**src/rtl/boot_overlay.sv**
```systemverilog
// Boot-ROM overlay for the CPU memory bus.
// Maps one or two address windows onto an external ROM while enabled. A fixed
// LATENCY-deep pipeline returns load data. A store to the disable register
// permanently unmaps the overlay until the next reset.
module boot_overlay #(
    parameter logic [15:0] REGION0_BASE = 16'h0000,
    parameter logic [15:0] REGION0_LAST = 16'h00FF,
    parameter bit          REGION1_EN   = 1'b0,
    parameter logic [15:0] REGION1_BASE = 16'h0200,
    parameter logic [15:0] REGION1_LAST = 16'h08FF,
    parameter logic [15:0] DISABLE_ADDR = 16'hFF50,
    parameter int unsigned ROM_AW       = 12,
    parameter int unsigned LATENCY      = 2
) (
    input  logic              clockgb,
    input  logic              resetn,
    input  logic [15:0]       address,
    input  logic [7:0]        indata,
    input  logic              load,
    input  logic              store,
    output logic [ROM_AW-1:0] rom_address,
    input  logic [7:0]        rom_data,
    output logic [7:0]        outdata,
    output logic              boot_active,
    output logic              boot_enabled
);

    localparam int unsigned ADDR_W      = 16;
    localparam int unsigned DATA_W      = 8;
    localparam logic [15:0] SPAN0       = REGION0_LAST - REGION0_BASE;
    localparam logic [15:0] SPAN1       = REGION1_LAST - REGION1_BASE;
    // Window 1 is packed into the ROM directly after window 0.
    localparam logic [15:0] WIN1_OFFSET = SPAN0 + 16'd1;

    // Reject unsupported configurations at elaboration.
    generate
        if ((LATENCY == 0) || (LATENCY > 4)) begin : g_bad_latency
            $error("boot_overlay: LATENCY must be in 1..4");
        end
        if ((ROM_AW == 0) || (ROM_AW > ADDR_W)) begin : g_bad_rom_aw
            $error("boot_overlay: ROM_AW must be in 1..16");
        end
    endgenerate

    typedef enum logic {
        ST_UNMAPPED = 1'b0,
        ST_MAPPED   = 1'b1
    } state_t;

    state_t state_q;
    state_t state_d;

    logic [ADDR_W:0]   off0;
    logic [ADDR_W:0]   off1;
    logic              hit0;
    logic              hit1;
    logic [ADDR_W-1:0] rom_sel;
    logic              is_disable_addr;

    logic              cap_valid;
    logic [DATA_W-1:0] cap_data;

    logic [LATENCY-1:0] valid_q;
    logic [DATA_W-1:0]  data_q [LATENCY];

    // Only bit 0 of store data is meaningful to the disable register.
    logic unused_indata;
    assign unused_indata = ^indata[7:1];

    // Window decode and ROM address translation; a borrow in the offset means below base.
    always_comb begin
        off0    = {1'b0, address} - {1'b0, REGION0_BASE};
        off1    = {1'b0, address} - {1'b0, REGION1_BASE};
        hit0    = !off0[ADDR_W] && (off0[ADDR_W-1:0] <= SPAN0);
        hit1    = REGION1_EN && !off1[ADDR_W] && (off1[ADDR_W-1:0] <= SPAN1) && !hit0;
        rom_sel = '0;
        if (hit0) begin
            rom_sel = off0[ADDR_W-1:0];
        end else if (hit1) begin
            rom_sel = WIN1_OFFSET + off1[ADDR_W-1:0];
        end
        is_disable_addr = (address == DISABLE_ADDR);
    end

    assign rom_address = rom_sel[ROM_AW-1:0];

    // Stage-1 capture value: disable-register read, window hit, or empty slot.
    always_comb begin
        cap_valid = 1'b0;
        cap_data  = '0;
        if (load && is_disable_addr) begin
            cap_valid = 1'b1;
            cap_data  = {7'h7F, !boot_enabled};
        end else if (load && boot_enabled && (hit0 || hit1)) begin
            cap_valid = 1'b1;
            cap_data  = rom_data;
        end
    end

    // Mapping state register.
    always_ff @(posedge clockgb or negedge resetn) begin
        if (!resetn) begin
            state_q <= ST_MAPPED;
        end else begin
            state_q <= state_d;
        end
    end

    // Next mapping state: a store with bit 0 set at the disable register unmaps for good.
    always_comb begin
        state_d = state_q;
        case (state_q)
            ST_MAPPED: begin
                if (store && is_disable_addr && indata[0]) begin
                    state_d = ST_UNMAPPED;
                end
            end
            ST_UNMAPPED: begin
                state_d = ST_UNMAPPED;
            end
            default: begin
                state_d = ST_MAPPED;
            end
        endcase
    end

    assign boot_enabled = (state_q == ST_MAPPED);

    // Load pipeline: stage 0 captures, all stages shift every cycle.
    always_ff @(posedge clockgb or negedge resetn) begin
        if (!resetn) begin
            valid_q <= '0;
            for (int unsigned i = 0; i < LATENCY; i++) begin
                data_q[i] <= '0;
            end
        end else begin
            valid_q[0] <= cap_valid;
            data_q[0]  <= cap_data;
            for (int unsigned i = 1; i < LATENCY; i++) begin
                valid_q[i] <= valid_q[i-1];
                data_q[i]  <= data_q[i-1];
            end
        end
    end

    // Empty slots carry zero data, so the last stage drives the bus directly.
    assign boot_active = valid_q[LATENCY-1];
    assign outdata     = data_q[LATENCY-1];

endmodule

```
**config.mk**
```make
export PLATFORM = sky130hd
export DESIGN_NAME = boot_overlay
export DESIGN_NICKNAME = d
export VERILOG_FILES = /design/src/rtl/boot_overlay.sv
export SDC_FILE = /design/constraint.sdc
export NUM_CORES = 1
export LEC_CHECK = 0
export CAP_MARGIN = 25
export CORE_UTILIZATION = 31
export DETAILED_ROUTE_END_ITERATION = 8
export PLACE_DENSITY = 0.74
export SLEW_MARGIN = 40
export SYNTH_ARGS = -nofsm -noshare
export SYNTH_HDL_FRONTEND = slang
export SYNTH_SLANG_ARGS = --single-unit
```
**constraint.sdc**
```tcl
create_clock -name clockgb -period 0.85 [get_ports clockgb]
set_input_delay 0.085 -clock clockgb [delete_from_list [all_inputs] [get_ports clockgb]]
set_output_delay 0.085 -clock clockgb [all_outputs]
set_load 0.02 [all_outputs]
```
==> reports/qor.csv <==
stage,metric,value,unit
critical_path,crit_path_cell_trace,"buf_8, nor4_4, buf_2, and3_4, buf_6",
finish,fraction_of_final_layout_cells_with_drive_strength_greater_than_1,52.85,%
placed_design,place_ws,-1.099,ns
run_status,run_status,"complete, but fails checks",
die,floorplan.die_area,0.003029,mm2
critical_path,critical_path.slowest_cell,nor4_4,
routing,routed_via_density,4.739,
clock_tree,insertion_delay,0.29,ns
global_routing,grt_remaining_overflow,0,
routing,routed_wire_length_per_instance,14.06,um
sta,timing.final.crit_share,126.0,%
sta,final.setup.worst_slack,-0.2209,ns
finish,final_nets,160,
sta,final_hold_viol_count,0,
logic_synthesis,synth_adder_area_share,0,%
power,p_total,1.595,mW
clock_tree,tritoncts,built,
placed_design,port_buffers,46,
clock_tree,cts_root_buf,clkbuf_4,
sta,rsz0062_at_grt,yes,
finish,layout.filler_cells,225,
routing,via_count,725,
clock_tree,cts_num_sinks,19,
logic_synthesis,yosys_register_bits,19,
clock_tree,path_clk_slew,0.10,ns
logic_synthesis,synthMostInstantiatedCell,dfrtp_1,
critical_path,buffers_plus_inverters_on_the_worst_setup_path,3,
die,fp.dieH,55.04,um
critical_path,critical_path.max_stage_delay,0.29,ns
die,placement_rows,18,
sta,setup_viol,28,
sta,finalMaxSlewViolations,0,
placed_design,dpl.hpwl,1.451,mm
die,die-width,55.04,um
logic_synthesis,netlist-cell-type-count,19,
sta,layout_min_cycle_time,1.071,ns
die,io-pin-count,58,
critical_path,worstSetupStartpointType,primary input,
logic_synthesis,synth_seq_area_share,54.66,%
clock_tree,numCtsBuffers,3,
logic_synthesis,synth-compound-area-share,7.461,%
placed_design,total_placed_instance_area,0.001359,mm2
die,effective_utilization_at_floorplan,33.97,%
logic_synthesis,post-synth-top-area-cell,dfrtp_1,
global_routing,grt_first_pass_wirelength,3.208,mm
logic_synthesis,synth.top_cell.area_share,51.65,%
power,leakagePower,0.7621,nW
logic_synthesis,synth_area_leaders,"dfrtp_1 52%, buf_4 10%, and3_2 5.2%",
sta,fmax,933.8,MHz
finish,finish.instance_area,0.001505,mm2
logic_synthesis,synthSimpleGateAreaFrac,23.24,%
clock_tree,htreeDepth,1,
clock_tree,clock_tree.buffer_depth,2,
run,max-cap-violations,0,
logic_synthesis,synth_top_family_by_area,simple AND/OR/NAND/NOR gates,
critical_path,critical_path.endpoint_type,output port,
critical_path,critical_path_peak_fanout,4,
power,power-per-cell-area,1060,mW/mm2
logic_synthesis,ys_warn_count,0,
global_routing,grt_start_max_net_pins,20,
finish,syn_to_final_growth,72.60,%
critical_path,criticalPathCategory,primary input to output port,
logic_synthesis,post_synth_mux_area_share,0,%
logic_synthesis,synth-edff-count,0,
logic_synthesis,synth-main-ff-cell,dfrtp_1,
die,core_area,0.002567,mm2
logic_synthesis,mean_syn_cell_area,12.82,um2
finish,final_core_util,58.63,%
power,irDropWorstVdd,0.9061,mV
critical_path,worstPathRequired,0.76,ns
global_routing,antenna_found_initial,0,
routing,drt-initial-drc-count,5,
run_status,violations_in_the_final_reports,setup timing,
logic_synthesis,summed_instance_area_of_the_synthesized_netlist,872.1,um2
global_routing,grt.total_usage,15.87,%
logic_synthesis,synth_xor_area_share,0,%
critical_path,worst-endpoint-arrival,0.99,ns
routing,remaining_drc_errors,0,
global_routing,grt_pass1_vias,730,
hold_path,min-delay-path-class,primary input to asynchronous set/reset pin,
sta,setup_tns,-3.702,ns
routing,remaining_antenna_violation_count,0,
sta,fin_worst_skew,0.002062,ns
finish,n_antenna_cell,0,
logic_synthesis,postSynthCellCount,68,
routing,drt_wl_total,2.151,mm
routing,detail_route.first_pass.iterations,4,
logic_synthesis,asyncSetResetFlopFracSynth,100.0,%
placed_design,globalplace.congestion,0.7243,
critical_path,critical_path.top_delay_family,simple AND/OR/NAND/NOR gates,
logic_synthesis,ys_top_cells_by_count,"18 x dfrtp_1, 12 x buf_4, 8 x inv_1, 7 x o22ai_1, 6 x and3_2",
-- worst reg2reg max path: stages (launching register included) --
cell and delay, ns:
dfstp_2 0.55, buf_4 0.15, nand4_4 0.13, o32ai_2 0.12
-- report_power, final --
part           internal [mW]  leakage, nW  total, mW  switching, mW
Clock                  0.183       0.0150      0.433          0.251
Combinational          0.140        0.485      0.258          0.118
Sequential             0.903        0.262      0.903     0.00000406
Total                   1.23        0.762       1.59          0.369
-- cells in the final DEF (no fill, tap or decap) --
cell | Yosys | routed
nor4b_4 | 1 | 1
dfstp_2 | 1 | 1
o21a_1 | 1 | 1
dfrtp_1 | 18 | 18
nor4_4 | 2 | 2
o22ai_2 | 0 | 3
clkinv_1 | 1 | 1
o21ai_1 | 1 | 1
clkbuf_4 | 0 | 3
clkbuf_1 | 0 | 1
nand4_2 | 0 | 1
and4bb_2 | 1 | 1
clkbuf_2 | 0 | 4
nand2_1 | 1 | 1
nand4_4 | 2 | 3
and3_4 | 0 | 8
buf_6 | 0 | 21
buf_8 | 0 | 1
conb_1 | 1 | 4
dlygate4sd2_1 | 0 | 5
clkdlybuf4s50_1 | 0 | 12
and4b_2 | 1 | 1
buf_12 | 0 | 1
inv_1 | 8 | 8
buf_4 | 12 | 10
clkdlybuf4s15_1 | 0 | 1
buf_2 | 0 | 3
o22ai_1 | 7 | 4
and4_1 | 1 | 1
o32ai_2 | 0 | 1
-- logic make-up after synthesis --
| kind of cell | after synthesis |
|---|---|
| buffers and inverters | 21 |
| flip-flops | 19 |
| AND/OR/NAND/NOR | 17 |
| AO/OA/AOI/OAI | 10 |
| other | 1 |
-- registers in the layout, summed over array words and instances, names as in the netlist --
name and flops:
valid_q 2, outdata 8, data_q 8, boot_enabled 1
-- worst paths after layout --
path | endpoint | cells past startpoint | from | slack (ns)
worst max-delay path | rom_address[0] | 5 | address[11] | -0.22
worst min-delay path | outdata[4] | 2 | resetn | 0.12
worst max register to register | data_q[8] | 3 | boot_enabled | -0.19
worst min register to register | outdata[2] | 0 | data_q[10] | 0.36
max in group asynchronous | boot_enabled | 2 | resetn | 0.52
min in group clockgb | valid_q[0] | 4 | address[2] | 0.20
-- per-stage QoR --
stage                     hold slack, ns  instances
after detailed placement          0.3347        141
after global placement            0.3325        141
after global routing              0.1165        153
after floorplan                  -0.2106         71
final                             0.1207        153
after CTS                         0.1220        153
-- per-layer routing --
layer / wire (um) / global-route usage, % / share of wire, %
met2: 1129 / 30.12 / 52
met3: 209 / 5.464 / 9.7
met1: 753 / 14.17 / 35
met5: 0 / 0 / 0
met4: 59 / 9.583 / 2.7
-- final cells by class --
type	instances	area, um2	area share [%]
repair buffers	58	555.5	36.91
flip-flops and latches	19	476.7	31.67
multi-input cells	33	375.4	24.94
well taps	30	37.54	2.494
inverters	9	33.78	2.244
clock buffers	4	26.28	1.746
-- what timing repair did --
| item | 4_1_cts | 5_1_grt |
|---|---|---|
| gates resized for setup | 164 | 10 |
| pin swaps | 11 | 12 |
| cloned | 4 | 0 |
| setup buffers | 4 | 0 |
| endpoints found under the setup margin | 28 | 28 |
| hold buffers | 0 | 0 |
Power figures use the tool's default switching activity.
